## src/rtl/mem_dump_reader.sv

```systemverilog
// mem_dump_reader
//   Streams word_count consecutive memory words, starting at start_addr, to a
//   valid/ready consumer. Reads are issued only when the 2-entry output FIFO
//   is guaranteed to have room for the returning word. So the consumer can
//   stall arbitrarily without words being lost or duplicated.
//
// Ports
//   clk, reset_n            clock, asynchronous active-low reset
//   start, start_addr,
//   word_count              dump request (sampled only when idle)
//   busy, done              dump in progress / one-cycle completion pulse
//   mem_rd_en, mem_rd_addr  memory read strobe and address
//   mem_rd_data             read data, valid the cycle after mem_rd_en
//   out_valid, out_data,
//   out_addr, out_ready     dumped word stream (valid/ready handshake)
module mem_dump_reader #(
   parameter int ADDR_W = 32,
   parameter int DATA_W = 16
) (
   input  logic              clk,
   input  logic              reset_n,
   input  logic              start,
   input  logic [ADDR_W-1:0] start_addr,
   input  logic [15:0]       word_count,
   output logic              busy,
   output logic              done,
   output logic              mem_rd_en,
   output logic [ADDR_W-1:0] mem_rd_addr,
   input  logic [DATA_W-1:0] mem_rd_data,
   output logic              out_valid,
   output logic [DATA_W-1:0] out_data,
   output logic [ADDR_W-1:0] out_addr,
   input  logic              out_ready
);

   typedef enum logic [1:0] {IDLE, READ, DRAIN, FIN} state_t;

   state_t            state;
   logic [ADDR_W-1:0] next_addr;
   logic [15:0]       remaining;
   logic              inflight;       // a read was issued last cycle; its data is on mem_rd_data now
   logic [ADDR_W-1:0] inflight_addr;
   logic [1:0]        fifo_count;
   logic [DATA_W-1:0] fifo_data [2];  // entry 0 is the head
   logic [ADDR_W-1:0] fifo_addr [2];

   logic       pop;
   logic       push;
   logic [2:0] occupancy;
   logic       wr_slot;

   assign out_valid   = (fifo_count != 2'd0);
   assign out_data    = fifo_data[0];
   assign out_addr    = fifo_addr[0];
   assign pop         = out_valid & out_ready;
   assign push        = inflight;
   assign mem_rd_addr = next_addr;

   // Words that will still be held after this cycle's push/pop. A new read
   // lands in the FIFO one cycle later, so it may only be issued while this
   // is below the FIFO depth. Counting the pop keeps throughput at one word
   // per cycle while the consumer is ready.
   assign occupancy = {1'b0, fifo_count} + {2'b00, inflight} - {2'b00, pop};
   assign mem_rd_en = (state == READ) && (remaining != 16'd0) && (occupancy < 3'd2);

   // Incoming word goes behind whatever survives this cycle's pop.
   assign wr_slot = ((fifo_count - {1'b0, pop}) != 2'd0);

   always_ff @(posedge clk or negedge reset_n) begin
      if (!reset_n) begin
         state         <= IDLE;
         busy          <= 1'b0;
         done          <= 1'b0;
         next_addr     <= '0;
         remaining     <= '0;
         inflight      <= 1'b0;
         inflight_addr <= '0;
         fifo_count    <= 2'd0;
         fifo_data[0]  <= '0;
         fifo_data[1]  <= '0;
         fifo_addr[0]  <= '0;
         fifo_addr[1]  <= '0;
      end else begin
         done     <= 1'b0;
         inflight <= mem_rd_en;

         if (mem_rd_en) begin
            inflight_addr <= next_addr;
            next_addr     <= next_addr + ADDR_W'(1);   // wraps naturally
            remaining     <= remaining - 16'd1;
         end

         fifo_count <= fifo_count + {1'b0, push} - {1'b0, pop};
         if (pop) begin
            fifo_data[0] <= fifo_data[1];
            fifo_addr[0] <= fifo_addr[1];
         end
         // Placed after the shift so a push into slot 0 overrides it.
         if (push) begin
            if (wr_slot) begin
               fifo_data[1] <= mem_rd_data;
               fifo_addr[1] <= inflight_addr;
            end else begin
               fifo_data[0] <= mem_rd_data;
               fifo_addr[0] <= inflight_addr;
            end
         end

         case (state)
            IDLE: begin
               if (start) begin
                  next_addr <= start_addr;
                  remaining <= word_count;
                  busy      <= 1'b1;
                  state     <= (word_count == 16'd0) ? FIN : READ;
               end
            end
            READ: begin
               if (remaining == 16'd0 || (mem_rd_en && remaining == 16'd1))
                  state <= DRAIN;
            end
            DRAIN: begin
               if (fifo_count == 2'd0 && !inflight)
                  state <= FIN;
            end
            FIN: begin
               busy  <= 1'b0;
               done  <= 1'b1;
               state <= IDLE;
            end
            default: state <= IDLE;
         endcase
      end
   end

endmodule
```

## config.mk

```make
export PLATFORM = sky130hd
export DESIGN_NAME = mem_dump_reader
export DESIGN_NICKNAME = d
export VERILOG_FILES = /design/src/rtl/mem_dump_reader.sv
export SDC_FILE = /design/constraint.sdc
export NUM_CORES = 1
export LEC_CHECK = 0
export BUFFER_PORTS_ARGS = -buffer_cell sky130_fd_sc_hd__buf_4
export CAP_MARGIN = 20
export CORE_ASPECT_RATIO = 0.5
export CORE_MARGIN = 3
export CORE_UTILIZATION = 40
export CTS_BUF_LIST = sky130_fd_sc_hd__clkbuf_4 sky130_fd_sc_hd__clkbuf_8 sky130_fd_sc_hd__clkbuf_16
export DETAILED_ROUTE_END_ITERATION = 6
export SYNTH_ARGS = -nofsm -noshare
export SYNTH_HDL_FRONTEND = slang
export SYNTH_SLANG_ARGS = --single-unit
export TNS_END_PERCENT = 5
```

## constraint.sdc

```tcl
create_clock -name clk -period 3.1 [get_ports clk]
set_input_delay 0.62 -clock clk [delete_from_list [all_inputs] [get_ports clk]]
set_output_delay 0.62 -clock clk [all_outputs]
set_load 0.02 [all_outputs]
```

# Word level (Yosys, flattened, before mapping)
# Index checks and enable logic that the tools add are counted.
totals:
  register_bits: 183
  output_inout_bits: 84
op_classes:
  addsub: 7
  magnitude_cmp: 1
  bitwise_logic: 1
  n_eq_ne: 7
  n_mux: 22
  reduce_logical: 17
op_table:
  columns: ["cell", "n"]
  rows:
  - ["$mux W32", 7]
  - ["$mux W16", 6]
  - ["$mux W64", 1]
  - ["$add A32 B1 Y32 const B", 1]
  - ["$logic_not A16 Y1", 2]
  - ["$eq A16 B1 Y1 const B", 1]
  - ["$reduce_bool A16 Y1", 1]
  - ["$sub A16 B1 Y16 const B", 1]
  - ["$mux W2", 4]
  - ["$pmux W2 S4", 1]
  - ["$reduce_bool A2 Y1", 3]
  - ["$eq A2 B2 Y1 const B", 2]
  - ["$logic_and A1 B1 Y1", 4]
  - ["$logic_not A2 Y1", 2]
  - ["$ne A2 B2 Y1 const B", 2]
  - ["$reduce_and A2 Y1", 2]
  - ["$sub A2 B1 Y2", 2]
  - ["$add A2 B1 Y3", 1]
  - ["$lt A3 B2 Y1 const B", 1]
  - ["$reduce_and A3 Y1", 1]
  - ["$sub A3 B1 Y3", 1]
  - ["$add A2 B1 Y2", 1]
  - ["$eq A2 B1 Y1 const B", 1]
  - ["$mux W1", 2]
  - ["5 further kinds", 5]

# Depth between registers and ports, before layout
# Gate-level depths: netlist of the first run.
logic_depth:
  word_depth: 9
  mapped_depth: 12
  depth_no_buf: 10

# Worst setup path after synthesis of the first run
# No wires, ideal clock.
synth_timing:
  kind: "input to output"
  start: "input port out_ready"
  end: "output port mem_rd_en"
  setup_slack_ps: -167
  stages: 10
  t_arrival_ps: 2647
  n_path_buf: 2
  required_time_ps: 2480
  cell_sequence: "nand3b_1 o21ai_1 ha_1 fa_1 nor2b_1 and2_2 clkbuf_1 nand2_1 inv_2 buf_2"
synth_between:
  elab_chain_len: 4
synth_lines:
  columns: ["element", "line_no", "source"]
  rows:
  - ["start: declaration", "33", "input logic out_ready"]
  - ["$and A1 B1 Y1", "55", "assign pop = out_valid & out_ready;"]
  - ["$sub A3 B1 Y3", "63", "assign occupancy = {1'b0, fifo_count} + {2'b00, inflight} - {2'b00, pop};"]
  - ["named net occupancy[1]", "49", "logic [2:0] occupancy;"]
  - ["$lt A3 B2 Y1", "64", "assign mem_rd_en = (state == READ) && (remaining != 16'd0) && (occupancy < 3'd2);"]
  - ["$logic_and A1 B1 Y1", "64", null]
  - ["end: declaration", "27", "output logic mem_rd_en,"]
# The timed path passes the listed nets, and every way through them passes these cells.

# Final worst setup path of the first run
layout_timing:
  start: "register fifo_count[0]"
  end: "output port mem_rd_en"
layout_between:
  elab_chain_len: 5
  word_cells_on_any_way: 6
  cone_classes: "add/sub (2); order compare (1); bitwise (1); reduce/logical (2)"
layout_lines:
  columns: ["element", "line_no", "source"]
  rows:
  - ["start: declaration", "43", "logic [1:0] fifo_count;"]
  - ["start signal: assignment", "93", "fifo_count <= fifo_count + {1'b0, push} - {1'b0, pop};"]
  - ["branches (longest 2 deep; another with $add A2 B1 Y3)", null, null]
  - ["$sub A3 B1 Y3 *", "63", null]
  - ["named net occupancy[1]", "49", null]
  - ["$lt A3 B2 Y1 *", "64", null]
  - ["$logic_and A1 B1 Y1 *", "64", null]
# Mark *: on every way through the listed nets, which the timed path passes.

==> impl_metrics.ini, run 1 <==
[global_routing]
antenna_found_initial = 0
grt.total_usage_pct = 18.4
grt_max_degree = 79
grt_pass1_vias = 6382
gr-total-overflow = 0
grt_first_pass_wirelength_mm = 35.7

[timing]
worst_slack_ns = 0.126
max_slew.worst_pin.slew_ns = 0.658
rsz0062_at_grt = false
drv_slew = 0
final_hold_viol_count = 0
setup_viol = 0
min_period_over_period_pct = 95.9
clock.fmax_mhz = 336
finClkSkew_ns = 0.0115
max_slew_margin_pct = 56.1
fin_crit_ns = 2.97
fin_setup_tns_ns = 0

[job]
maxCapViolCount = 0

[critical_path]
crit_fanout = 3
r2r_start = fifo_count[0]
worst-r2r-cell-count = 10
startpoint_type = register
rrSetupSlack_ns = 0.29
worst_path_max_delay_cell = fa_2
crit_family = adder cells
crit_required_ns = 2.48
critPathMaxStageDelay_ns = 0.47
cp-end-kind = primary output
cp_num_buf_inv = 2
path_cells = nand3b_1 > o21ai_2 > ha_2 > fa_2 > nor2b_4 > and2_4 > nand2_2 > inv_2 > buf_4
endpoint = mem_rd_en
critical_path_class = reg -> out
cp_num_cells = 9
critical_path_arrival_ns = 2.35
crit_start = fifo_count[0]
r2r-end = mem_rd_addr[28]

[cts]
tritoncts = built
clk-insertion-delay-late_ns = 0.43
cts_buffer_depth = 2
clock-sinks = 183
clk_pin_slew_ns = 0.08
clockRootBuffer = clkbuf_16
cts_buffers = 17
h-tree-depth = 4

[synth]
ys_seq_area_share_pct = 51.5
syn_avg_cell_area_sq_um = 10.8
ys_ff_latch = 183
syn_area_sq_um = 8900
netlist_top_cells_area = dfrtp_1, mux2_2, mux2i_1, buf_4, mux2_1
synth_edf_count = 0
syn_nets = 899
async_reset_ff_share_pct = 100
synth_flop_cell = dfrtp_1
synthCells = 820
ys.warnings.count = 0
yosys.area.top_type = dfrtp_1
netlist.area_leader.share_pct = 51.5
synth.distinct_cells = 47

[placement]
post-place-ws_ns = 0.0243
hpwlAfterDp_mm = 15.7
placed_cells = 1192
io_buffers = 151
place.gp.congestion = 0.884

[power_and_ir_drop]
p_total_mw = 11.6
ir_worst_vdd_uv = 355
power_density_nw_per_um2 = 1070
p_leak_nw = 4.85

[route]
drt_iter0_markers = 577
ant_nets = 0
wire_per_inst_microns = 17.8
dr.pass1.iters = 6
drc = 0
routed_wirelength_mm = 21.9
viasPerCell = 5.19
vias = 6376

[final_layout]
ff_latch_area_sq_um = 4580
final_cell_mix = dfrtp_1, buf_4, nor2_1
finalNetCount = 1003
fin_cells = 1229
fin_util_pct = 50.8
fillCellCount = 1975
multi_input_area_sq_um = 3780
drive_gt1_share_pct = 30.0
final_common_cell = dfrtp_1
synthToLayoutAreaGrowth_pct = 21.1
n_antenna_cell = 0

[floorplanning]
num_rows = 37
start_util_pct = 42.0
fp.dieW_microns = 217
io_pins = 152
core_area_sq_um = 21200
dieArea_sq_um = 24200
fp.dieH_microns = 111

[min_path]
hold_class = in -> async

[run_status]
status = finished, final reports clean
==> report_power, final <==
part           leakage (nW)  internal [mW]  switching (mW)
registers              2.20           3.51            1.07
logic                  2.37           2.31            2.49
clock network         0.287           1.09            1.08
total                  4.85           6.91            4.65
==> cell usage after synthesis, types with 7 or more instances <==
cell type / n
a21oi_1: 57
dfrtp_1: 183
nand4_1: 25
clkbuf_1: 28
nor2_1: 69
ha_1: 10
o21ai_1: 15
mux2i_1: 53
nor3_1: 7
nand2_1: 54
nand3_1: 20
nor4_1: 19
o21ai_0: 24
buf_2: 11
xnor2_1: 19
xor2_1: 15
or3_1: 8
or4_1: 8
mux2_2: 55
mux2_1: 26
buf_4: 48
inv_1: 9
==> through the flow <==
step	area (sq um)	hold slack, ns
6_report	10800	0.185
2_1_floorplan	8900	0.324
3_3_place_gp	10100	0.485
5_1_grt	10800	0.227
3_5_place_dp	10100	0.493
4_1_cts	10700	0.212
==> what timing repair did <==
| action | 4_1_cts | 5_1_grt |
|---|---|---|
| pin swaps | 0 | 1 |
| hold buffers | 0 | 0 |
| resized for setup | 1 | 5 |
| buffers inserted | 2 | 3 |
| endpoints found under the setup margin | 1 | 1 |
==> layer usage <==
layer	global-route usage (%)	share of wire [%]
met1	26.8	49
met2	29.2	46
met3	3.16	3.7
met4	3.73	1.1
met5	0	0
==> cell families after synthesis <==
group | share of synthesized area (%)
and+or+nand+nor | 14.1
adders and majority gates | 1.63
xor gates and xnor gates | 3.53
buffers and inverters | 6.53
DFF | 51.5
muxes | 16.2
AOI/OAI and AO/OA | 6.53
==> registers in the layout (all words and copies together), names as in the netlist <==
signal and flops:
inflight_addr 32, fifo_count 2, out_addr 32, state 2
done 1, out_data 16, fifo_data 16, remaining 16
fifo_addr 32, inflight 1, busy 1, mem_rd_addr 32
==> worst min path at each step <==
stage          slack (ns)          start  cells past startpoint       endpoint
3_3_place_gp         0.49  fifo_data[12]                      1  fifo_data[12]
4_1_cts              0.21        reset_n                      1           busy
3_5_place_dp         0.49  fifo_addr[10]                      1  fifo_addr[10]
5_1_grt              0.23        reset_n                      1           busy
6_report             0.18        reset_n                      1           busy
2_1_floorplan        0.32        reset_n                      0           busy
==> cell type report <==
class	count	area share, %
Tap cell	292	3.39
Inverter	10	0.348
Sequential cell	183	42.5
Clock inverter	15	1.68
Multi-Input combinational cell	534	35.1
Timing Repair Buffer	178	13.0
Clock buffer	17	3.95
No activity file was read; power rests on OpenSTA's default activity.
==> run 2: changes to the inputs <==
- clock period: 3.1 -> 3.6 ns (I/O delays scaled with it)
==> run 2 against run 1 <==
  * Flip-flop and latch count stayed put
  * Clock-buffer cell count unchanged
  * Worst setup slack improved by 0.045 ns
  * Critical path depth did not move
  * Non-clock buffer count down 14
  * Final cell count shrank 1.1%
  * Clock power decreased by 15%
  * Largest cell class unchanged
==> impl_metrics.ini, run 2 (synthesized netlist as in run 1, its figures left out) <==
[global_routing]
grt_max_degree = 102
antenna_found_initial = 0
grt_pass1_vias = 6348
grt_first_pass_wirelength_mm = 35.2
gr-total-overflow = 0
grt.total_usage_pct = 18.5

[job]
maxCapViolCount = 0

[route]
wire_per_inst_microns = 17.9
drt_iter0_markers = 551
drc = 0
dr.pass1.iters = 5
viasPerCell = 5.26
routed_wirelength_mm = 21.7
ant_nets = 0
vias = 6388

[timing]
rsz0062_at_grt = false
min_period_over_period_pct = 95.3
worst_slack_ns = 0.171
max_slew_margin_pct = 34.1
max_slew.worst_pin.slew_ns = 0.989
finClkSkew_ns = 0.00947
final_hold_viol_count = 0
clock.fmax_mhz = 292
fin_setup_tns_ns = 0
drv_slew = 0
setup_viol = 0
fin_crit_ns = 3.43

[critical_path]
critical_path_arrival_ns = 2.71
startpoint_type = register
critical_path_class = reg -> out
cp-end-kind = primary output
crit_fanout = 5
crit_required_ns = 2.88

[placement]
hpwlAfterDp_mm = 15.2
post-place-ws_ns = 0.0271
io_buffers = 151
place.gp.congestion = 0.835

[cts]
cts_buffer_depth = 2
cts_buffers = 17
h-tree-depth = 4
clockRootBuffer = clkbuf_16
clk-insertion-delay-late_ns = 0.44
clk_pin_slew_ns = 0.08
tritoncts = built
clock-sinks = 183
hold_buffers = 0

[floorplanning]
dieArea_sq_um = 24200
core_area_sq_um = 21200
io_pins = 152
num_rows = 37
fp.dieH_microns = 111
fp.dieW_microns = 217
start_util_pct = 42.0

[power_and_ir_drop]
ir_worst_vdd_uv = 278
p_leak_nw = 4.78
power_density_nw_per_um2 = 923

[final_layout]
synthToLayoutAreaGrowth_pct = 19.4
drive_gt1_share_pct = 28.7
finalNetCount = 989
n_antenna_cell = 0
fillCellCount = 1936
fin_util_pct = 50.1
final_common_cell = dfrtp_1
final_cell_mix = dfrtp_1, buf_4, nor2_1

[min_path]
hold_class = in -> async

[run_status]
status = finished, final reports clean
-- run 2: cell count changes in the layout (fill, tap and decap cells not counted), moves of 2 or more --
cell      previous run  this run
buf_4              172       160
inv_6                3         7
buf_12               5         3
clkinv_8             6         2
-- run 2: path summary, 6_finish.rpt --
path	start	endpoint	slack, ns	cells after the start
worst min register to register	fifo_addr[10]	fifo_addr[10]	0.51	1
worst min-delay path	reset_n	done	0.34	1
min in group clk	start_addr[9]	mem_rd_addr[9]	0.49	3
worst max-delay path	fifo_count[1]	mem_rd_en	0.17	9
worst max register to register	fifo_count[1]	mem_rd_addr[28]	0.55	9
max in group asynchronous	reset_n	fifo_addr[10]	2.37	2
-- run 2: final cells by class --
type | instances | area (sq um) | area share (%)
Inverter | 10 | 37.5 | 0.354
Multi-Input combinational cell | 534 | 3780 | 35.6
Timing Repair Buffer | 164 | 1270 | 12.0
Clock inverter | 15 | 153 | 1.44
Sequential cell | 183 | 4580 | 43.1
Clock buffer | 17 | 425 | 4.01
Tap cell | 292 | 365 | 3.44
-- run 2: routing by layer --
| layer | global-route usage, % | share of wire, % | vias to the layer above |
|---|---|---|---|
| met3 | 4.17 | 4.2 | 20 |
| met5 | 0 | 0 | - |
| met2 | 30.0 | 47 | 148 |
| met1 | 25.3 | 47 | 3175 |
| li1 | - | - | 3045 |
| met4 | 4.64 | 1.1 | 0 |
-- run 2: power breakdown --
part / internal, mW / switching, mW / total [mW] / leakage (nW)
Clock: 0.928 / 0.922 / 1.85 / 0.282
Sequential: 3.02 / 0.924 / 3.95 / 2.20
Combinational: 1.91 / 2.09 / 4.00 / 2.30
-- run 2: timing repair --
| item | 4_1_cts | 5_1_grt |
|---|---|---|
| setup endpoints to repair | 1 | 1 |
| pin swaps | 0 | 1 |
| endpoints found under the hold margin | 0 | 0 |
| setup buffers | 0 | 0 |
| resized for setup | 1 | 4 |
-- run 2: per-stage QoR --
step / cell area [sq um] / power (mW) / instances / hold slack [ns]
after global routing: 10600 / 10.5 / 1215 / 0.428
after global placement: 10000 / 7.88 / 1183 / 0.486
after detailed placement: 10000 / 8.00 / 1183 / 0.492
after floorplan: 8900 / 6.72 / 820 / 0.424
final: 10600 / 9.80 / 1215 / 0.344
after CTS: 10600 / 9.87 / 1215 / 0.409
-- run 2: critical path, cell delays in order (launching register included) --
cell,delay (ns)
dfrtp_2,0.46
nand3b_1,0.20
o21ai_2,0.13
ha_1,0.21
fa_1,0.51
nor2b_4,0.19
and2_2,0.20
nand2_1,0.11
inv_2,0.11
buf_4,0.15
==> run 3: changes to the inputs <==
- CORE_MARGIN: 3 -> 5
==> run 3 against run 2 <==
  * Clock skew grew 0.0029 ns
  * Hold slack lost 0.0055 ns
  * Sequential share of layout area shrank 0.11 points
  * Largest power group unchanged
  * Fmax grew 0.40%
  * Via count grew 0.91%
==> impl_metrics.ini, run 3 (synthesized netlist as in run 1, its figures left out) <==
[cts]
clk_pin_slew_ns = 0.07
hold_buffers = 0
h-tree-depth = 4
cts_buffer_depth = 2
clockRootBuffer = clkbuf_16
cts_buffers = 17
tritoncts = built
clk-insertion-delay-late_ns = 0.43
clock-sinks = 183

[route]
dr.pass1.iters = 5
ant_nets = 0
vias = 6446
viasPerCell = 5.25
routed_wirelength_mm = 22.5
drc = 0
wire_per_inst_microns = 18.3
drt_iter0_markers = 398

[timing]
max_slew.worst_pin.slew_ns = 0.995
final_hold_viol_count = 0
min_period_over_period_pct = 94.9
clock.fmax_mhz = 293
fin_crit_ns = 3.42
max_slew_margin_pct = 33.6
drv_slew = 0
setup_viol = 0
finClkSkew_ns = 0.0124
holdWs_ns = 0.339

[placement]
place.gp.congestion = 0.895
placed_cells = 1193
io_buffers = 151
hpwlAfterDp_mm = 15.7

[global_routing]
grt_first_pass_wirelength_mm = 35.7
grt_max_degree = 92
antenna_found_initial = 0
grt.total_usage_pct = 17.6
grt_pass1_vias = 6442
gr-total-overflow = 0

[power_and_ir_drop]
clkPwrFrac_pct = 19.0
p_total_mw = 9.88
ir_worst_vdd_uv = 329
p_int_mw = 5.92
combinationalPowerShare_pct = 40.9
p_leak_nw = 4.79
power_density_nw_per_um2 = 929
power_switching_mw = 3.96
seqPwrFrac_pct = 40.2
p_sw_share_pct = 40.1

[critical_path]
crit_start = fifo_count[1]
r2r-end = mem_rd_addr[28]
startpoint_type = register
cp-end-kind = primary output
critical_path_arrival_ns = 2.70
r2r_start = fifo_count[1]
critical_path_class = reg -> out
crit_required_ns = 2.88
rrSetupSlack_ns = 0.57
worst-r2r-cell-count = 10
crit_fanout = 7

[job]
maxCapViolCount = 0

[floorplanning]
dieArea_sq_um = 25500
start_util_pct = 40.9
fp.dieW_microns = 221
core_area_sq_um = 21800
num_rows = 38
fp.dieH_microns = 115
io_pins = 152

[final_layout]
synthToLayoutAreaGrowth_pct = 19.6
final_common_cell = dfrtp_1
finalNetCount = 994
fin_cells = 1228
n_antenna_cell = 0
fillCellCount = 2049
final_cell_mix = dfrtp_1, buf_4, nor2_1
drive_gt1_share_pct = 28.9

[min_path]
hold_class = in -> async

[run_status]
status = finished, final reports clean
## run 3: worst max path at each step
stage	to	depth (start not counted)
floorplan	mem_rd_en	10
global placement	mem_rd_en	10
detailed placement	mem_rd_en	10
CTS	mem_rd_en	9
global route	mem_rd_en	9
finish	mem_rd_en	9
## run 3: metrics by stage
step | utilization, % | cell area, sq um | setup WS (ns) | setup TNS [ns]
5_1_grt | 48.9 | 10600 | -0.0124 | -0.0124
3_5_place_dp | 46.1 | 10000 | 0.0487 | 0
6_report | 48.9 | 10600 | 0.184 | 0
4_1_cts | 48.8 | 10600 | 0.00174 | 0
2_1_floorplan | - | 8900 | 0.133 | 0
3_3_place_gp | 46.1 | 10000 | 0.139 | 0
## run 3: per-layer routing
metal  up-vias  part of all wire [%]  global-route usage (%)
met2       148                    48                    28.8
met5         -                     0                       0
li1       3052                     -                       -
met1      3224                    47                    24.2
met4         0                   1.4                    4.79
met3        22                   4.2                    3.72
## run 3: critical path: stages, from the launching register on
cell	delay [ns]
dfrtp_1	0.44
nand3b_1	0.18
o21ai_2	0.11
ha_1	0.21
fa_1	0.48
nor2b_1	0.17
and2_2	0.25
nand2_1	0.14
inv_2	0.13
buf_4	0.15
## run 3: timing repair
| action | 4_1_cts | 5_1_grt |
|---|---|---|
| setup buffers | 1 | 2 |
| pin swaps | 1 | 1 |
| resized for setup | 0 | 1 |
| hold endpoints to repair | 0 | 0 |
| endpoints found under the setup margin | 1 | 1 |
## run 3: cell type report
| cell class | instances | area (sq um) | share of cell area (%) |
|---|---|---|---|
| sequential | 183 | 4580 | 43.0 |
| timing repair buffer | 169 | 1300 | 12.2 |
| clock buffer | 17 | 425 | 4.00 |
| clock inverter | 15 | 161 | 1.52 |
| tap | 300 | 375 | 3.53 |
| multi-input combinational | 534 | 3760 | 35.4 |
| inverter | 10 | 37.5 | 0.353 |
## run 3: power groups by stage
stage	clock, mW	sequential, mW	combinational, mW
after CTS	1.92	3.96	4.09
after floorplan	0	3.82	2.90
after global placement	0	3.95	3.95
after detailed placement	0	3.99	4.04
final	1.88	3.97	4.04
after global routing	2.01	4.11	4.41
